--- config.mk ---
export PLATFORM = sky130hd
export DESIGN_NAME = adder_pipelined_nbit_flat
export DESIGN_NICKNAME = d
export VERILOG_FILES = /design/src/rtl/adder_pipelined_nbit_pkg.sv /design/src/rtl/adder_pipelined_nbit_if.sv /design/src/rtl/adder_pipelined_nbit_slice.sv /design/src/rtl/adder_pipelined_nbit.sv /design/src/flat_wrapper.sv
export SDC_FILE = /design/constraint.sdc
export NUM_CORES = 1
export LEC_CHECK = 0
export ABC_AREA = 1
export BUFFER_PORTS_ARGS = -buffer_cell sky130_fd_sc_hd__buf_4
export CORE_ASPECT_RATIO = 1.75
export CORE_UTILIZATION = 58
export CTS_CLUSTER_DIAMETER = 100
export CTS_CLUSTER_SIZE = 28
export DETAILED_ROUTE_END_ITERATION = 16
export PLACE_DENSITY = 0.8
export SLEW_MARGIN = 40
export SYNTH_ARGS = -nofsm -noshare
export SYNTH_HDL_FRONTEND = slang
export SYNTH_SLANG_ARGS = --single-unit
--- constraint.sdc ---
create_clock -name clk -period 1.89 [get_ports clk]
set_input_delay 0.189 -clock clk [delete_from_list [all_inputs] [get_ports clk]]
set_output_delay 0.189 -clock clk [all_outputs]
set_load 0.1 [all_outputs]
--- src/rtl/adder_pipelined_nbit_pkg.sv ---
`default_nettype none
// ============================================================================
//  Module   : adder_pipe_pkg
//  Purpose  : Shared types and helpers for the pipelined n-bit adder.
//             slice_lo()  - base bit index of pipeline slice k
//             DEFAULT_SW  - default slice width (16-bit adder, 4 stages)
//             stage_cv_t  - per-stage registered carry / valid pair
//  Revision : 1.0 - initial release
// ============================================================================
package adder_pipe_pkg;

    localparam int DEFAULT_SW = 4;

    typedef struct packed {
        logic carry;
        logic valid;
    } stage_cv_t;

    function automatic int slice_lo(input int k, input int sw);
        return k * sw;
    endfunction

endpackage
`default_nettype wire

--- src/rtl/adder_pipelined_nbit_if.sv ---
`default_nettype none
// ============================================================================
//  Module   : adder_pipelined_nbit_if
//  Purpose  : Operand / result handshake bundle of the pipelined adder.
//             Operand side : in_valid, in_ready, a, b, carry_in, sub
//             Result side  : out_valid, out_ready, sum, carry_out, overflow
//             slave  - adder view, master - producer/consumer view
//  Revision : 1.0 - initial release
// ============================================================================
interface adder_pipelined_nbit_if #(
    parameter int BIT_WIDTH = 16
);
    logic                 in_valid;
    logic                 in_ready;
    logic [BIT_WIDTH-1:0] a;
    logic [BIT_WIDTH-1:0] b;
    logic                 carry_in;
    logic                 sub;
    logic                 out_valid;
    logic                 out_ready;
    logic [BIT_WIDTH-1:0] sum;
    logic                 carry_out;
    logic                 overflow;

    modport slave (
        input  in_valid, a, b, carry_in, sub, out_ready,
        output in_ready, out_valid, sum, carry_out, overflow
    );

    modport master (
        output in_valid, a, b, carry_in, sub, out_ready,
        input  in_ready, out_valid, sum, carry_out, overflow
    );
endinterface
`default_nettype wire

--- src/rtl/adder_pipelined_nbit_slice.sv ---
`default_nettype none
// ============================================================================
//  Module   : adder_slice
//  Purpose  : SW-bit combinational slice adder.
//             a, b, cin      - slice operands and carry in
//             sum, cout      - slice result and carry out of slice MSB
//             c_msb_in       - carry into the slice MSB (signed overflow
//                              detection on the top slice)
//  Revision : 1.0 - initial release
// ============================================================================
module adder_slice #(
    parameter int SW = 4
) (
    input  wire logic [SW-1:0] a,
    input  wire logic [SW-1:0] b,
    input  wire logic          cin,
    output logic      [SW-1:0] sum,
    output logic               cout,
    output logic               c_msb_in
);
    logic [SW:0] w_full;

    assign w_full   = {1'b0, a} + {1'b0, b} + {{SW{1'b0}}, cin};
    assign sum      = w_full[SW-1:0];
    assign cout     = w_full[SW];
    // Sum bit = a ^ b ^ carry_in, so the carry into the MSB falls out directly.
    assign c_msb_in = w_full[SW-1] ^ a[SW-1] ^ b[SW-1];
endmodule
`default_nettype wire

--- src/rtl/adder_pipelined_nbit.sv ---
`default_nettype none
// ============================================================================
//  Module   : adder_pipelined_nbit
//  Purpose  : BIT_WIDTH add/subtract split into NUM_STAGES carry-registered
//             slices with valid/ready handshake and full back-pressure.
//             clk   - system clock, rising edge
//             n_rst - asynchronous active-low reset
//             bus   - adder_pipelined_nbit_if.slave (operands in, result out)
//  Options  : ADDER_PIPE_ASSERT_EN - simulation checks (X on accepted inputs,
//             reference scoreboard, output stability under stall)
//  Revision : 1.0 - initial release
// ============================================================================
module adder_pipelined_nbit
    import adder_pipe_pkg::*;
#(
    parameter int BIT_WIDTH  = 16,
    parameter int NUM_STAGES = 4
) (
    input  wire logic               clk,
    input  wire logic               n_rst,
    adder_pipelined_nbit_if.slave   bus
);
    localparam int SW = BIT_WIDTH / NUM_STAGES;

    logic                 r_init;
    stage_cv_t            r_cv   [NUM_STAGES];
    logic [BIT_WIDTH-1:0] r_a    [NUM_STAGES];
    logic [BIT_WIDTH-1:0] r_b    [NUM_STAGES];
    logic [BIT_WIDTH-1:0] r_sum  [NUM_STAGES];
    logic                 r_ovf;

    logic                 w_advance;
    logic                 w_accept;
    logic [BIT_WIDTH-1:0] w_b_eff;
    logic                 w_c0;
    logic [BIT_WIDTH-1:0] w_a_in    [NUM_STAGES];
    logic [BIT_WIDTH-1:0] w_b_in    [NUM_STAGES];
    logic [BIT_WIDTH-1:0] w_sum_in  [NUM_STAGES];
    logic [BIT_WIDTH-1:0] w_sum_nxt [NUM_STAGES];
    logic                 w_c_in    [NUM_STAGES];
    logic                 w_v_in    [NUM_STAGES];
    logic                 w_cout    [NUM_STAGES];
    logic                 w_ovf;

    // Whole pipeline moves in lockstep; it only stalls when a finished
    // result is waiting on a consumer that is not ready.
    assign w_advance    = ~r_cv[NUM_STAGES-1].valid | bus.out_ready;
    // r_init keeps the input closed for the first cycle after reset release.
    assign bus.in_ready = r_init & w_advance;
    assign w_accept     = bus.in_valid & bus.in_ready;

    // Subtraction as a + ~b + 1.
    assign w_b_eff = bus.sub ? ~bus.b : bus.b;
    assign w_c0    = bus.sub ? 1'b1 : bus.carry_in;

    generate
        for (genvar k = 0; k < NUM_STAGES; k++) begin : g_stage
            localparam int                   LO         = slice_lo(k, SW);
            localparam logic [BIT_WIDTH-1:0] SLICE_MASK = BIT_WIDTH'({SW{1'b1}}) << LO;

            logic [SW-1:0] w_slice;
            logic          w_cmsb;

            if (k == 0) begin : g_first
                assign w_a_in[k]   = bus.a;
                assign w_b_in[k]   = w_b_eff;
                assign w_sum_in[k] = '0;
                assign w_c_in[k]   = w_c0;
                assign w_v_in[k]   = w_accept;
            end else begin : g_next
                assign w_a_in[k]   = r_a[k-1];
                assign w_b_in[k]   = r_b[k-1];
                assign w_sum_in[k] = r_sum[k-1];
                assign w_c_in[k]   = r_cv[k-1].carry;
                assign w_v_in[k]   = r_cv[k-1].valid;
            end

            adder_slice #(.SW(SW)) u_slice (
                .a        (w_a_in[k][LO +: SW]),
                .b        (w_b_in[k][LO +: SW]),
                .cin      (w_c_in[k]),
                .sum      (w_slice),
                .cout     (w_cout[k]),
                .c_msb_in (w_cmsb)
            );

            // Lower slices ride along unchanged; this stage fills in slice k.
            assign w_sum_nxt[k] = (w_sum_in[k] & ~SLICE_MASK) | (BIT_WIDTH'(w_slice) << LO);

            if (k == NUM_STAGES - 1) begin : g_last
                assign w_ovf = w_cmsb ^ w_cout[k];
            end
        end
    endgenerate

    always_ff @(posedge clk or negedge n_rst) begin
        if (!n_rst) begin
            r_init <= 1'b0;
        end else begin
            r_init <= 1'b1;
        end
    end

    // Data registers load only with a valid beat so bubbles leave the
    // last result visible on the (invalid) output rather than garbage.
    always_ff @(posedge clk or negedge n_rst) begin
        if (!n_rst) begin
            for (int k = 0; k < NUM_STAGES; k++) begin
                r_cv[k]  <= '0;
                r_a[k]   <= '0;
                r_b[k]   <= '0;
                r_sum[k] <= '0;
            end
            r_ovf <= 1'b0;
        end else if (w_advance) begin
            for (int k = 0; k < NUM_STAGES; k++) begin
                r_cv[k].valid <= w_v_in[k];
                if (w_v_in[k]) begin
                    r_cv[k].carry <= w_cout[k];
                    r_a[k]        <= w_a_in[k];
                    r_b[k]        <= w_b_in[k];
                    r_sum[k]      <= w_sum_nxt[k];
                end
            end
            if (w_v_in[NUM_STAGES-1]) begin
                r_ovf <= w_ovf;
            end
        end
    end

    assign bus.out_valid = r_cv[NUM_STAGES-1].valid;
    assign bus.sum       = r_sum[NUM_STAGES-1];
    assign bus.carry_out = r_cv[NUM_STAGES-1].carry;
    assign bus.overflow  = r_ovf;

`ifdef ADDER_PIPE_ASSERT_EN
    // Reference entries: {overflow, carry_out, sum}
    logic [BIT_WIDTH+1:0] r_ref_q [$];
    logic                 r_hold_chk;
    logic [BIT_WIDTH+1:0] r_hold_dat;
    logic [BIT_WIDTH:0]   w_ref_full;
    logic                 w_ref_ovf;
    logic [BIT_WIDTH+1:0] w_ref_exp;

    assign w_ref_full = {1'b0, bus.a} + {1'b0, w_b_eff} + {{BIT_WIDTH{1'b0}}, w_c0};
    assign w_ref_ovf  = (bus.a[BIT_WIDTH-1] == w_b_eff[BIT_WIDTH-1]) &&
                        (w_ref_full[BIT_WIDTH-1] != bus.a[BIT_WIDTH-1]);

    always @(posedge clk or negedge n_rst) begin
        if (!n_rst) begin
            r_ref_q.delete();
            r_hold_chk <= 1'b0;
            r_hold_dat <= '0;
        end else begin
            if (w_accept) begin
                a_in_known: assert (!$isunknown({bus.a, bus.b, bus.carry_in, bus.sub}))
                    else $error("adder_pipelined_nbit: X/Z operand on accepted beat");
                r_ref_q.push_back({w_ref_ovf, w_ref_full});
            end
            if (bus.out_valid && bus.out_ready) begin
                w_ref_exp = (r_ref_q.size() > 0) ? r_ref_q.pop_front() : '0;
                a_scoreboard: assert ({bus.overflow, bus.carry_out, bus.sum} == w_ref_exp)
                    else $error("adder_pipelined_nbit: result %h != reference %h",
                                {bus.overflow, bus.carry_out, bus.sum}, w_ref_exp);
            end
            if (r_hold_chk) begin
                a_stall_hold: assert (bus.out_valid &&
                                      {bus.overflow, bus.carry_out, bus.sum} == r_hold_dat)
                    else $error("adder_pipelined_nbit: output changed during stall");
            end
            r_hold_chk <= bus.out_valid & ~bus.out_ready;
            r_hold_dat <= {bus.overflow, bus.carry_out, bus.sum};
        end
    end
`endif

endmodule
`default_nettype wire

--- src/flat_wrapper.sv ---
// flat-port wrapper written by rule: the top's interface ports become plain ports
module adder_pipelined_nbit_flat import adder_pipe_pkg::*;
#(
    parameter int BIT_WIDTH  = 16,
    parameter int NUM_STAGES = 4
)
  (clk, n_rst, bus_in_valid, bus_a, bus_b, bus_carry_in, bus_sub, bus_out_ready, bus_in_ready, bus_out_valid, bus_sum, bus_carry_out, bus_overflow);
  adder_pipelined_nbit_if #(.BIT_WIDTH(BIT_WIDTH)) bus_i ();
  input  wire logic clk;
  input  wire logic n_rst;
  input wire logic [$bits(bus_i.in_valid)-1:0] bus_in_valid;
  input wire logic [$bits(bus_i.a)-1:0] bus_a;
  input wire logic [$bits(bus_i.b)-1:0] bus_b;
  input wire logic [$bits(bus_i.carry_in)-1:0] bus_carry_in;
  input wire logic [$bits(bus_i.sub)-1:0] bus_sub;
  input wire logic [$bits(bus_i.out_ready)-1:0] bus_out_ready;
  output wire logic [$bits(bus_i.in_ready)-1:0] bus_in_ready;
  output wire logic [$bits(bus_i.out_valid)-1:0] bus_out_valid;
  output wire logic [$bits(bus_i.sum)-1:0] bus_sum;
  output wire logic [$bits(bus_i.carry_out)-1:0] bus_carry_out;
  output wire logic [$bits(bus_i.overflow)-1:0] bus_overflow;
  assign bus_i.in_valid = bus_in_valid;
  assign bus_i.a = bus_a;
  assign bus_i.b = bus_b;
  assign bus_i.carry_in = bus_carry_in;
  assign bus_i.sub = bus_sub;
  assign bus_i.out_ready = bus_out_ready;
  assign bus_in_ready = bus_i.in_ready;
  assign bus_out_valid = bus_i.out_valid;
  assign bus_sum = bus_i.sum;
  assign bus_carry_out = bus_i.carry_out;
  assign bus_overflow = bus_i.overflow;
  adder_pipelined_nbit #(.BIT_WIDTH(BIT_WIDTH), .NUM_STAGES(NUM_STAGES)) u_core (.clk(clk), .n_rst(n_rst), .bus(bus_i));
endmodule
==> impl_metrics.ini <==
[detailed_routing]
routed_via_density = 5.01
finalWirelength_um = 8060
drc = 0
firstDrtPassIters = 4
first_iter_violations = 184
drtAntennaViolNets = 0
wl_per_cell_um = 12.6
vias = 3201

[finish]
final_util_pct = 69.7
nFillCells = 576
seq_area_um2 = 2460
layout-drive-gt1-share_pct = 16.7
antenna_cells = 0
postLayoutCellArea_um2 = 5270
multiInputGateArea_um2 = 1700
finalNetCount = 604
area_growth_pct = 16.2

[clocking]
htree_levels = 3
worstSkewPairLatency_ns = 0.34
postCtsSetupBuffers = 0
clkTransAtPathRegs_ns = 0.06
tritoncts = built
cts.sinks = 98
clockRootBuffer = clkbuf_16
clockBufferDepth = 2
numCtsBuffers = 9

[power]
p_leak_nw = 2.76
powerDensity_nw_per_um2 = 1760
ir_drop_mv = 0.691

[sta]
clock.fmax_mhz = 564
fin_crit_ns = 1.77
finClkSkew_ns = 0.00611
worst_pin_slew_ns = 0.545
fin_tns_setup_ns = 0
slew_headroom_pct = 63.6
setup_viol = 0
maxSlewViolCount = 0
report.final.hold_viol_count = 0
post-route-period-util_pct = 93.8
rsz0062_at_grt = no

[logic_synthesis]
synth_top_area_cell = dfrtp_1
synthTopCellsByArea = dfrtp_1, nand2_1, o21ai_0
synthFlopType = dfrtp_1
yosysMostFrequentCell = nand2_1
synth_edf_count = 0
yosysTopAreaCellShare_pct = 54.0
synthCells = 502
yosysWarningCount = 0
syn-cell-area_um2 = 4540
yosysSeqAreaShare_pct = 54.0
avgSynthCellArea_um2 = 9.04
synth_commonest_cells = nand2_1, dfrtp_1, o21ai_0
syn_nets = 560
ys_ff_latch = 98
async_flop_share_pct = 100
synthDistinctLibCells = 26

[global_route]
grt-busiest-layer = met2
grt_pass1_vias = 3099
antenna_found_initial = 0
grt_usage_pct = 22.5
grt_overflow = 0
grtUsageMet3_pct = 3.54
grt_max_degree = 46
use_met2_pct = 37.6
grt_pass1_wl_um = 13500
use_met1_pct = 26.2

[worst_setup_path]
cp_max_fo = 2
reg2reg_slack_ns = 0.12
cpPeakStageDelay_ns = 0.39
path_cells = fa_1 > inv_1 > fa_1 > or2_2 > a21oi_1 > nor3_1 > nor2_1
arrival_ns = 2.05
critical_path.top_delay_family = adder cells
cp_slowest_cell = fa_1
path_class = reg2reg
crit_buf_inv = 1
cp-start-kind = flip-flop
crit_path_frequent_cell = fa_1
critical_path_required_ns = 2.16
end_kind = flip-flop

[floorplan]
rows = 42
die_h_um = 119
io_pins = 58
core_area_um2 = 7570
start_util_pct = 60.0
die_w_um = 68.9
fp.dieArea_um2 = 8200

[placed_design]
dpl-instance-area_um2 = 4940
hpwl_um = 5850
gp_congestion = 0.779
io_buffers = 57

[status]
outcome = finished clean

[worst_hold_path]
min_path_type = in2reg

[job]
max-cap-violations = 0
==> worst reg2reg max path: stages, from the launching register on <==
cell and delay [ns]:
dfrtp_1 0.38, fa_1 0.25, inv_1 0.09, fa_1 0.39
or2_2 0.32, a21oi_1 0.12, nor3_1 0.05, nor2_1 0.11
==> worst paths after layout <==
kind,startpoint,endpoint,cells past startpoint
hold reg to reg,u_core.bus.sum[5]$_DFFE_PN0P_,u_core.bus.sum[5]$_DFFE_PN0P_,2
hold / removal,bus_a[7],u_core.r_a[55]$_DFFE_PN0P_,3
max in group asynchronous,n_rst,u_core.r_a[58]$_DFFE_PN0P_,3
setup / recovery,u_core.r_a[40]$_DFFE_PN0P_,u_core.r_cv[3]$_DFFE_PN0P_,7
min in group asynchronous,n_rst,u_core.r_cv[7]$_DFFE_PN0P_,2
setup reg to reg,u_core.r_a[40]$_DFFE_PN0P_,u_core.r_cv[3]$_DFFE_PN0P_,7
==> cells by family after synthesis <==
group	share of synthesized area, %
simple gates	20.3
flops	54.0
buf+inv	8.41
compound gates	6.45
xor+xnor	3.86
fa+ha+maj	6.84
other cells	0.0826
==> cells in the final DEF (no fill, tap or decap) <==
| master | instances |
|---|---|
| dlygate4sd3_1 | 1 |
| conb_1 | 1 |
| dfrtp_1 | 97 |
| nor2_2 | 1 |
| clkbuf_16 | 9 |
| o31ai_1 | 1 |
| inv_2 | 3 |
| ha_1 | 12 |
| a22oi_1 | 1 |
| nor2_4 | 3 |
| nand4_1 | 1 |
| o21ai_0 | 46 |
| nand3_1 | 11 |
| or2_2 | 1 |
| dfrtp_4 | 1 |
| inv_1 | 37 |
| nand2_1 | 199 |
| clkbuf_1 | 1 |
| clkbuf_8 | 5 |
| nand2_2 | 1 |
| o21ai_1 | 1 |
| bufinv_16 | 1 |
| nor2_1 | 11 |
| fa_1 | 8 |
| buf_4 | 66 |
| nor3_1 | 1 |
| xor2_1 | 5 |
| buf_12 | 1 |
| nand3b_1 | 2 |
| a31oi_1 | 2 |
| xnor2_1 | 15 |
| a21oi_1 | 6 |
==> area by class of cell <==
class / instances / area share (%)
sequential: 98 / 46.6
timing repair buffer: 68 / 9.96
clock buffer: 15 / 5.65
clock inverter: 1 / 0.569
inverter: 40 / 2.85
tap: 88 / 2.09
multi-input combinational: 329 / 32.3
==> per-layer routing <==
metal	vias up	share of wire, %
met2	72	54
met3	16	2.8
met1	1490	41
li1	1623	-
met5	-	0
met4	0	2.7
==> through the flow <==
stage | total power [W] | setup slack (ns) | hold WS (ns) | instances
after floorplan | 0.00667 | -0.00586 | -0.107 | 502
after global placement | 0.00717 | 0.183 | 0.179 | 622
after detailed placement | 0.00739 | 0.0993 | 0.183 | 622
after CTS | 0.00937 | 0.0828 | 0.0328 | 639
after global routing | 0.00994 | 0.0166 | 0.0506 | 639
final | 0.00931 | 0.116 | 0.0407 | 639
==> sequential cells by signal (all words and copies together) (netlist names) <==
signal                count
u_core.bus.overflow       1
u_core.r_b               24
u_core.bus.carry_out      1
u_core.r_sum             24
u_core.r_init             1
u_core.r_a               24
u_core.bus.out_valid      1
u_core.bus.sum           16
u_core.r_cv               6
==> timing repair <==
item,in CTS,in global routing
resized for setup,0,1
setup endpoints to repair,0,1
hold buffers,1,0
hold endpoints to repair,36,0
==> power breakdown <==
part           switching, W  internal, W  total (W)  leakage (nW)
Combinational       0.00281      0.00115    0.00396          1.36
Sequential         0.000474      0.00295    0.00342          1.23
Clock              0.000720      0.00121    0.00193         0.162
(Power assumes the default switching activity.)
